`config.mk`:
```
export PLATFORM = sky130hd
export DESIGN_NAME = dpram_burst_reader
export DESIGN_NICKNAME = d
export VERILOG_FILES = /design/src/rtl/dpram_burst_reader_pkg.sv /design/src/rtl/dpram_burst_reader_rd_fifo.sv /design/src/rtl/dpram_burst_reader.sv
export SDC_FILE = /design/constraint.sdc
export NUM_CORES = 1
export LEC_CHECK = 0
export BUFFER_PORTS_ARGS = -buffer_cell sky130_fd_sc_hd__buf_2
export CAP_MARGIN = 0
export CELL_PAD_IN_SITES_DETAIL_PLACEMENT = 0
export CELL_PAD_IN_SITES_GLOBAL_PLACEMENT = 1
export CORE_MARGIN = 5
export CORE_UTILIZATION = 42
export DETAILED_ROUTE_END_ITERATION = 16
export GPL_TIMING_DRIVEN = 0
export PLACE_DENSITY = 0.85
export SLEW_MARGIN = 20
export SYNTH_ARGS = -nofsm -noshare
export SYNTH_HDL_FRONTEND = slang
export SYNTH_HIERARCHICAL = 1
export SYNTH_SLANG_ARGS = --single-unit
```
`constraint.sdc`:
```
create_clock -name i_clk -period 6.05 [get_ports i_clk]
set_input_delay 0.9075 -clock i_clk [delete_from_list [all_inputs] [get_ports i_clk]]
set_output_delay 0.9075 -clock i_clk [all_outputs]
set_load 0.005 [all_outputs]
```
`src/rtl/dpram_burst_reader_pkg.sv`:
```
// Shared definitions for the dual-port RAM burst reader and its buffer.
package dpram_burst_reader_pkg;

  // Burst reader control states.
  typedef enum logic [1:0] {
    StIdle  = 2'd0,
    StIssue = 2'd1,
    StDrain = 2'd2
  } rd_state_e;

  // Smallest buffer that sustains one word per clock across the two-cycle read path.
  localparam int unsigned BufDepthDefault = 4;

endpackage

```
`src/rtl/dpram_burst_reader_rd_fifo.sv`:
```
// Synchronous FIFO holding returned RAM words plus their end-of-burst flag.
// Read side is combinational from the head entry; count is exported for credit checks.
module dpram_burst_reader_rd_fifo #(
  parameter int unsigned dWidth = 8,
  parameter int unsigned Depth  = 4,
  localparam int unsigned PtrW  = $clog2(Depth),
  localparam int unsigned CntW  = $clog2(Depth + 1)
) (
  input  logic              i_clk,
  input  logic              i_rst_n,
  input  logic              i_flush,
  input  logic              i_push,
  input  logic [dWidth-1:0] i_data,
  input  logic              i_last,
  input  logic              i_pop,
  output logic [dWidth-1:0] o_data,
  output logic              o_last,
  output logic              o_empty,
  output logic [CntW-1:0]   o_count
);

  localparam logic [CntW-1:0] CntDepth = CntW'(Depth);
  localparam logic [CntW-1:0] CntOne   = CntW'(1);
  localparam logic [PtrW-1:0] PtrOne   = PtrW'(1);

  logic [dWidth:0]   r_mem [Depth];
  logic [PtrW-1:0]   r_wr_ptr;
  logic [PtrW-1:0]   r_rd_ptr;
  logic [CntW-1:0]   r_count;
  logic              w_full;
  logic              w_do_push;
  logic              w_do_pop;

  // Status, head entry and accepted push/pop strobes.
  always_comb begin
    o_empty   = (r_count == '0);
    w_full    = (r_count == CntDepth);
    w_do_pop  = i_pop && !o_empty;
    // A pop in the same cycle frees the slot a full FIFO needs for the push.
    w_do_push = i_push && (!w_full || w_do_pop);
    o_data    = r_mem[r_rd_ptr][dWidth-1:0];
    o_last    = r_mem[r_rd_ptr][dWidth];
    o_count   = r_count;
  end

  // Storage array; contents are don't-care until written.
  always_ff @(posedge i_clk) begin
    if (w_do_push && !i_flush) begin
      r_mem[r_wr_ptr] <= {i_last, i_data};
    end
  end

  // Pointers and occupancy; flush empties the FIFO and wins over push/pop.
  always_ff @(posedge i_clk or negedge i_rst_n) begin
    if (!i_rst_n) begin
      r_wr_ptr <= '0;
      r_rd_ptr <= '0;
      r_count  <= '0;
    end else if (i_flush) begin
      r_wr_ptr <= '0;
      r_rd_ptr <= '0;
      r_count  <= '0;
    end else begin
      if (w_do_push) r_wr_ptr <= r_wr_ptr + PtrOne;
      if (w_do_pop)  r_rd_ptr <= r_rd_ptr + PtrOne;
      case ({w_do_push, w_do_pop})
        2'b10:   r_count <= r_count + CntOne;
        2'b01:   r_count <= r_count - CntOne;
        default: r_count <= r_count;
      endcase
    end
  end

endmodule

```
`src/rtl/dpram_burst_reader.sv`:
```
// Burst read client for one port of a dual-port RAM. Issues sequential reads from a
// base address and returns the words as a valid/ready stream. A credit check on
// buffer occupancy plus in-flight reads keeps the buffer from overflowing.
module dpram_burst_reader
  import dpram_burst_reader_pkg::*;
#(
  parameter int unsigned dWidth    = 8,
  parameter int unsigned aWidth    = 10,
  parameter int unsigned BUF_DEPTH = BufDepthDefault
) (
  input  logic              i_clk,
  input  logic              i_rst_n,
  input  logic              i_start,
  input  logic [aWidth-1:0] i_base_addr,
  input  logic [aWidth:0]   i_length,
  input  logic              i_abort,
  output logic              o_busy,
  output logic              o_done,
  output logic [aWidth-1:0] o_mem_addr,
  output logic              o_mem_we,
  input  logic [dWidth-1:0] i_mem_q,
  output logic [dWidth-1:0] o_out_data,
  output logic              o_out_valid,
  input  logic              i_out_ready,
  output logic              o_out_last
);

  localparam int unsigned CntW = $clog2(BUF_DEPTH + 1);
  localparam int unsigned SumW = CntW + 1;
  localparam logic [SumW-1:0]   DepthLim = SumW'(BUF_DEPTH);
  localparam logic [aWidth:0]   LenOne   = (aWidth + 1)'(1);
  localparam logic [aWidth-1:0] AddrOne  = aWidth'(1);

  rd_state_e         r_state;
  logic              r_busy;
  logic              r_done;
  logic [aWidth-1:0] r_mem_addr;
  logic [aWidth:0]   r_remaining;   // reads still to issue after the current one
  logic              r_p1_vld;      // address presented, RAM samples it next edge
  logic              r_p1_last;
  logic              r_p2_vld;      // i_mem_q carries that read's data this cycle
  logic              r_p2_last;
  logic [dWidth-1:0] r_out_data;
  logic              r_out_valid;
  logic              r_out_last;

  logic [CntW-1:0]   w_fifo_count;
  logic              w_fifo_empty;
  logic [dWidth-1:0] w_fifo_data;
  logic              w_fifo_last;
  logic [SumW-1:0]   w_credit_sum;
  logic              w_credit_ok;
  logic              w_issue;
  logic              w_out_load;
  logic              w_pop;
  logic              w_final_xfer;

  // Credit check, read issue, output-stage load and end-of-burst detection.
  always_comb begin
    w_credit_sum = SumW'(w_fifo_count) + SumW'(r_p1_vld) + SumW'(r_p2_vld);
    w_credit_ok  = (w_credit_sum < DepthLim);
    w_issue      = (r_state == StIssue) && w_credit_ok && !i_abort;
    w_out_load   = !r_out_valid || i_out_ready;
    w_pop        = w_out_load && !w_fifo_empty;
    w_final_xfer = r_out_valid && i_out_ready && r_out_last;
  end

  // Control FSM with address/remaining counters and the two-stage in-flight pipeline.
  always_ff @(posedge i_clk or negedge i_rst_n) begin
    if (!i_rst_n) begin
      r_state     <= StIdle;
      r_busy      <= 1'b0;
      r_done      <= 1'b0;
      r_mem_addr  <= '0;
      r_remaining <= '0;
      r_p1_vld    <= 1'b0;
      r_p1_last   <= 1'b0;
      r_p2_vld    <= 1'b0;
      r_p2_last   <= 1'b0;
    end else begin
      r_done    <= 1'b0;
      r_p2_vld  <= r_p1_vld;
      r_p2_last <= r_p1_last;
      r_p1_vld  <= 1'b0;
      r_p1_last <= 1'b0;
      if (i_abort) begin
        // Drop everything in flight; late RAM data is never tagged valid.
        r_state   <= StIdle;
        r_busy    <= 1'b0;
        r_p2_vld  <= 1'b0;
        r_p2_last <= 1'b0;
      end else begin
        unique case (r_state)
          StIdle: begin
            if (i_start) begin
              if (i_length == '0) begin
                r_done <= 1'b1;
              end else begin
                // The first read is issued here; the buffer is empty so no credit check.
                r_mem_addr  <= i_base_addr;
                r_remaining <= i_length - LenOne;
                r_p1_vld    <= 1'b1;
                r_busy      <= 1'b1;
                if (i_length == LenOne) begin
                  r_p1_last <= 1'b1;
                  r_state   <= StDrain;
                end else begin
                  r_state   <= StIssue;
                end
              end
            end
          end
          StIssue: begin
            if (w_issue) begin
              r_mem_addr  <= r_mem_addr + AddrOne;
              r_remaining <= r_remaining - LenOne;
              r_p1_vld    <= 1'b1;
              if (r_remaining == LenOne) begin
                r_p1_last <= 1'b1;
                r_state   <= StDrain;
              end
            end
          end
          StDrain: begin
            // The tagged last word leaving the output stage means the burst is empty.
            if (w_final_xfer) begin
              r_state <= StIdle;
              r_busy  <= 1'b0;
              r_done  <= 1'b1;
            end
          end
          default: r_state <= StIdle;
        endcase
      end
    end
  end

  // Registered stream output stage, refilled from the FIFO head whenever it can advance.
  always_ff @(posedge i_clk or negedge i_rst_n) begin
    if (!i_rst_n) begin
      r_out_valid <= 1'b0;
      r_out_data  <= '0;
      r_out_last  <= 1'b0;
    end else if (i_abort) begin
      r_out_valid <= 1'b0;
      r_out_last  <= 1'b0;
    end else if (w_out_load) begin
      r_out_valid <= !w_fifo_empty;
      if (!w_fifo_empty) begin
        r_out_data <= w_fifo_data;
        r_out_last <= w_fifo_last;
      end else begin
        r_out_last <= 1'b0;
      end
    end
  end

  dpram_burst_reader_rd_fifo #(
    .dWidth (dWidth),
    .Depth  (BUF_DEPTH)
  ) u_fifo (
    .i_clk   (i_clk),
    .i_rst_n (i_rst_n),
    .i_flush (i_abort),
    .i_push  (r_p2_vld),
    .i_data  (i_mem_q),
    .i_last  (r_p2_last),
    .i_pop   (w_pop),
    .o_data  (w_fifo_data),
    .o_last  (w_fifo_last),
    .o_empty (w_fifo_empty),
    .o_count (w_fifo_count)
  );

  assign o_busy      = r_busy;
  assign o_done      = r_done;
  assign o_mem_addr  = r_mem_addr;
  assign o_mem_we    = 1'b0;
  assign o_out_data  = r_out_data;
  assign o_out_valid = r_out_valid;
  assign o_out_last  = r_out_last;

endmodule

```
==> qor.csv, run 1 <==
metric,value,unit
timing.fmax,349.0,MHz
die-area,0.01201,mm^2
syn_area,0.004164,mm^2
vias,3071,
post_cts_buffers,0,
worstSetupStartpointType,flop,
p_int,1108,uW
finalCritPeriodShare,0.4736,
cts_buffer_depth,2,
regArea,0.002232,mm^2
place_inst,546,
cts_root_buf,clkbuf_8,
syn_to_final_growth,16.17,%
cts_tree,done,
worst_pin_slew,0.7769,ns
cts_htree_levels,3,
holdWs,0.4807,ns
power,1621,uW
hold_path.class,reg -> reg,
layout_common_cells,"58 x buf_2, 46 x dfrtp_1, 36 x edfxtp_1, 30 x nor2_1, 29 x a21oi_1",
first_pass_iters,5,
fin_worst_skew,0.007693,ns
fp.dieH,109.6,um
ys_seq_area_frac,0.5361,
overflow,0,
setup_tns,0,ns
coreArea,0.009729,mm^2
grt_pass1_wl,15180,um
finalSetupViolations,0,
antenna_found_initial,0,
drive_gt1_frac,0.2587,
min_period,2.865,ns
synth.avg_cell_area,11.63,um^2
fin_cells,562,
slew_violations,0,
grt_pass1_vias,2994,
n_antenna_cell,0,
powerDensity,335.2,mW/mm^2
p_leak,0.001912,uW
wl_per_cell,16.85,um
rsz0062_at_grt,false,
cp.arrival,3.15,ns
post_cts_resized,0,
synth_edf_count,36,
cts_hold_buf,0,
synth_ff_type,dfrtp_1,
syn_inst,358,
post-route-util,0.4972,
crit_required,6.33,ns
seq_power_share,0.460,
layout_commonest_cell,buf_2,
sw_frac_of_total,0.3164,
hold_violations,0,
vias_per_cell,5.464,
io_pins,57,
synth_cell_types,63,
portBuffers,54,
cts.sinks,82,
end_kind,flop,
die_x,109.6,um
pwr-share-comb,0.272,
pwr-share-clk,0.268,
clk_latency,0.36,ns
nets,470,
start_util,0.4280,
cts_buffers,9,
ys_seq_elements,82,
switchingPower,512.9,uW
gp_congestion,0.8335,
grt_use_total,0.1673,
cp_max_fo,10,
grt_max_degree,28,
clk_pin_slew_worst_paths,0.08,ns
multi_input_area,0.001777,mm^2
max_slew_margin,0.4793,
drc,0,
placementRows,36,
critPathKind,reg -> reg,
fill_cells,899,
synth_nets,404,
status,completed,
ant_nets,0,
drt_iter0_markers,179,
dp_hpwl,6865,um
drt_wl_total,9467,um
ir_drop,138.0,uV
ys_warn_count,6,
cap_violations,0,
async_flop_share,0.5610,
power groups by stage:
| stage | clock [uW] | sequential (uW) | combinational [uW] |
|---|---|---|---|
| global placement | 0 | 754 | 430 |
| finish | 434 | 746 | 441 |
| floorplan | 0 | 747 | 296 |
| detailed placement | 0 | 758 | 445 |
| CTS | 444 | 746 | 447 |
| global route | 468 | 758 | 493 |
worst paths after layout:
path	cells past startpoint	slack, ns	end	from
worst max-delay path	10	3.18	u_fifo/o_count[2]	u_fifo/o_count[1]
worst min-delay path	1	0.48	r_p2_last	r_p1_last
worst max register to register	10	3.18	u_fifo/o_count[2]	u_fifo/o_count[1]
min in group asynchronous	1	0.52	r_remaining[4]	i_rst_n
max in group asynchronous	2	4.98	r_p2_last	i_rst_n
worst min register to register	1	0.48	r_p2_last	r_p1_last
cell families after synthesis:
logic type	share of synthesized area
compound gates	0.1454
xor+xnor	0.01893
flops	0.5361
simple gates	0.1457
other cells	0.0009006
fa+ha+maj	0.03786
buf+inv	0.03726
mux	0.07782
through the flow:
stage,area (um^2),worst slack [ns]
2_1_floorplan,4164,3.389
6_report,4837,3.185
4_1_cts,4837,3.176
3_5_place_dp,4621,3.057
3_3_place_gp,4601,3.124
5_1_grt,4837,3.013
state kept, by name (all words and copies together), names as in the netlist, 2 cells and up:
signal           flops
r_state              2
u_fifo/r_rd_ptr      2
u_fifo/r_wr_ptr      2
r_remaining         11
o_mem_addr          10
o_out_data           8
u_fifo/o_count       3
u_fifo/r_mem        36
layout make-up:
cell class	instances	share of cell area
Clock buffer	10	0.02638
Multi-Input combinational cell	245	0.3673
Sequential cell	82	0.4615
Buffer	18	0.02199
Clock inverter	6	0.01837
Tap cell	133	0.03440
Timing Repair Buffer	55	0.06001
Inverter	13	0.01009
worst max-delay path, cell delays in order, from the launching register on:
cell	delay (ns)
dfrtp_1	0.55
or2_2	0.38
nor2_1	0.26
nor2_1	0.15
buf_4	0.20
o31ai_1	0.11
nor2_1	0.09
fa_1	0.46
nor4b_1	0.34
a32oi_1	0.09
a31oi_1	0.17
cells in the mapped netlist (all sizes together), types with 7 or more instances:
cell	instances	area share
dfrtp	46	0.28
o22ai	7	0.011
nor2	30	0.027
nand3	10	0.012
a21oi	30	0.037
edfxtp	36	0.26
ha	11	0.033
nand2	16	0.014
inv	13	0.012
buf	12	0.020
nor3	9	0.013
mux4	9	0.049
nor4	7	0.012
mux2	9	0.024
nand2b	7	0.011
o21ai	25	0.030
routing by layer:
layer,up-vias,part of all wire,wire length (um),GRT usage
met4,0,0.016,154,0.06500
li1,1477,-,-,-
met1,1512,0.44,4197,0.2232
met5,-,0,0,0
met2,73,0.49,4616,0.2685
met3,9,0.053,499,0.03464
(Power assumes the default switching activity.)
==> inputs of run 2 (changes only) <==
==> constraint.sdc (replaced) <==
create_clock -name i_clk -period 2.73 [get_ports i_clk]
set_input_delay 0.4095 -clock i_clk [delete_from_list [all_inputs] [get_ports i_clk]]
set_output_delay 0.4095 -clock i_clk [all_outputs]
set_load 0.005 [all_outputs]
==> run 2 against run 1 <==
Against the previous run:
- clock power increased by 120%
- worst hold slack worse by 0.45 ns
- die area stayed put
- count of clock-buffer cells in the layout unchanged
- register-to-register slack got worse by 3.0 ns
- sequential power grew 120%
- combinational power up 120%
- global-route usage hardly changed
- non-clock buffer count stayed put
- largest power group unchanged
==> qor.csv, run 2 (synthesis results as in run 1) <==
metric,value,unit,change
io_pins,57,,unchanged
status,completed,,
die-area,0.01201,mm^2,unchanged
drc,0,,unchanged
cts_hold_buf,0,,unchanged
critPathKind,reg -> reg,,
drive_gt1_frac,0.2657,,+0.006993
cts_tree,done,,
cts_htree_levels,3,,unchanged
worst_pin_slew,0.7744,ns,-0.002528 ns
worstSetupStartpointType,flop,,
ir_drop,306.0,uV,+120%
finalSetupViolations,0,,unchanged
vias,3060,,-0.36%
cp_max_fo,10,,unchanged
post_cts_buffers,0,,unchanged
placementRows,36,,unchanged
grt_max_degree,28,,unchanged
hold_violations,0,,unchanged
crit_required,3.01,ns,-3.32 ns
cts.sinks,82,,unchanged
largest_register_ffs,36,,unchanged
cts_buffer_depth,2,,unchanged
coreArea,0.009729,mm^2,unchanged
fin_worst_skew,0.007056,ns,-0.0006374 ns
hold_path.class,in -> async,,
layout_common_cells,"58 x buf_2, 45 x dfrtp_1, 36 x edfxtp_1, 29 x nor2_1, 29 x a21oi_1",,
drt_iter0_markers,170,,-5.0%
post-route-util,0.4983,,+0.001157
grt_pass1_vias,2993,,-0.033%
cap_violations,0,,unchanged
ant_nets,0,,unchanged
regToRegSetupSlack,0.14,ns,-3.05 ns
grt_use_total,0.1672,,about the same
wl_per_cell,16.86,um,+0.12%
portBuffers,54,,unchanged
setup_tns,0,ns,unchanged
first_pass_iters,5,,unchanged
cts_root_buf,clkbuf_8,,
n_antenna_cell,0,,unchanged
cts_buffers,9,,unchanged
clk_latency,0.36,ns,about the same
end_kind,flop,,
finalCritPeriodShare,0.9501,,+0.4765
clk_pin_slew_worst_paths,0.08,ns,about the same
timing.fmax,385.6,MHz,+10%
slew_violations,0,,unchanged
gp_congestion,0.8335,,unchanged
largest-register,u_fifo/r_mem,,
drt_wl_total,9478,um,+0.12%
antenna_found_initial,0,,unchanged
syn_to_final_growth,16.44,%,
layout_commonest_cell,buf_2,,
min_period,2.594,ns,-0.2714 ns
overflow,0,,unchanged
max_slew_margin,0.4809,,+0.001694
die_x,109.6,um,unchanged
dp_hpwl,6865,um,unchanged
nets,470,,unchanged
start_util,0.4280,,unchanged
fp.dieH,109.6,um,unchanged
powerDensity,743.9,mW/mm^2,+120%
holdWs,0.02626,ns,-0.4545 ns
vias_per_cell,5.445,,-0.36%
cp.arrival,2.87,ns,-0.28 ns
grt_pass1_wl,15170,um,about the same
p_leak,0.001911,uW,about the same
-- run 2: cell types whose count changed in the layout (fill, tap and decap cells not counted) --
| cell | change |
|---|---|
| fa_2 | +1 |
| nor2_1 | -1 |
| nor2_4 | +1 |
| dfrtp_2 | +1 |
| fa_1 | -1 |
| dfrtp_1 | -1 |
-- run 2: metrics by stage --
step           power (uW)  worst slack [ns]  cell area (um^2)  cells
5_1_grt              3822         -0.001442              4848    562
2_1_floorplan        2310            0.1857              4164    358
4_1_cts              3630          0.008070              4841    562
3_3_place_gp         2624          -0.03946              4601    545
6_report             3607            0.1363              4848    562
3_5_place_dp         2667           -0.1315              4621    546
-- run 2: final timing paths --
| kind | from | endpoint | cells past startpoint |
|---|---|---|---|
| max | u_fifo/o_count[0] | u_fifo/o_count[2] | 11 |
| min | i_rst_n | r_remaining[4] | 1 |
| max reg2reg | u_fifo/o_count[0] | u_fifo/o_count[2] | 11 |
| min reg2reg | r_p1_last | r_p2_last | 1 |
| max in group asynchronous | i_rst_n | u_fifo/o_count[1] | 2 |
| min in group i_clk | i_mem_q[2] | u_fifo/r_mem[3][2] | 1 |
-- run 2: final cells by class --
class                      count  area, um^2
tap                          133       166.4
clock buffer                  10       127.6
multi-input combinational    245        1787
clock inverter                 6       88.84
inverter                      13       48.80
fill                         899        4881
buffer                        18       106.4
timing repair buffer          55       290.3
sequential                    82        2233
-- run 2: where the power goes --
part	switching (uW)	internal, uW
logic	519	472
registers	180	1470
clock network	445	517
total	1140	2460
-- run 2: repair_timing --
item                                    4_1_cts  5_1_grt
cloned                                        0        0
resized for setup                             2        2
endpoints found under the setup margin        1        1
-- run 2: worst max-delay path, cell delays in order (launching register included) --
cell and delay [ns]:
dfrtp_1 0.43, buf_6 0.16, or2_2 0.31, nor2_4 0.14, nor2_1 0.10, buf_4 0.20, o31ai_1 0.10, nor2_1 0.10
fa_2 0.39, nor4b_1 0.32, a32oi_1 0.09, a31oi_1 0.17
-- run 2: metal layers --
layer / global-route usage / wire length, um / share of wire
met2: 0.2685 / 4645 / 0.49
met3: 0.03464 / 455 / 0.048
met1: 0.2228 / 4225 / 0.45
met5: 0 / 0 / 0
met4: 0.06500 / 153 / 0.016
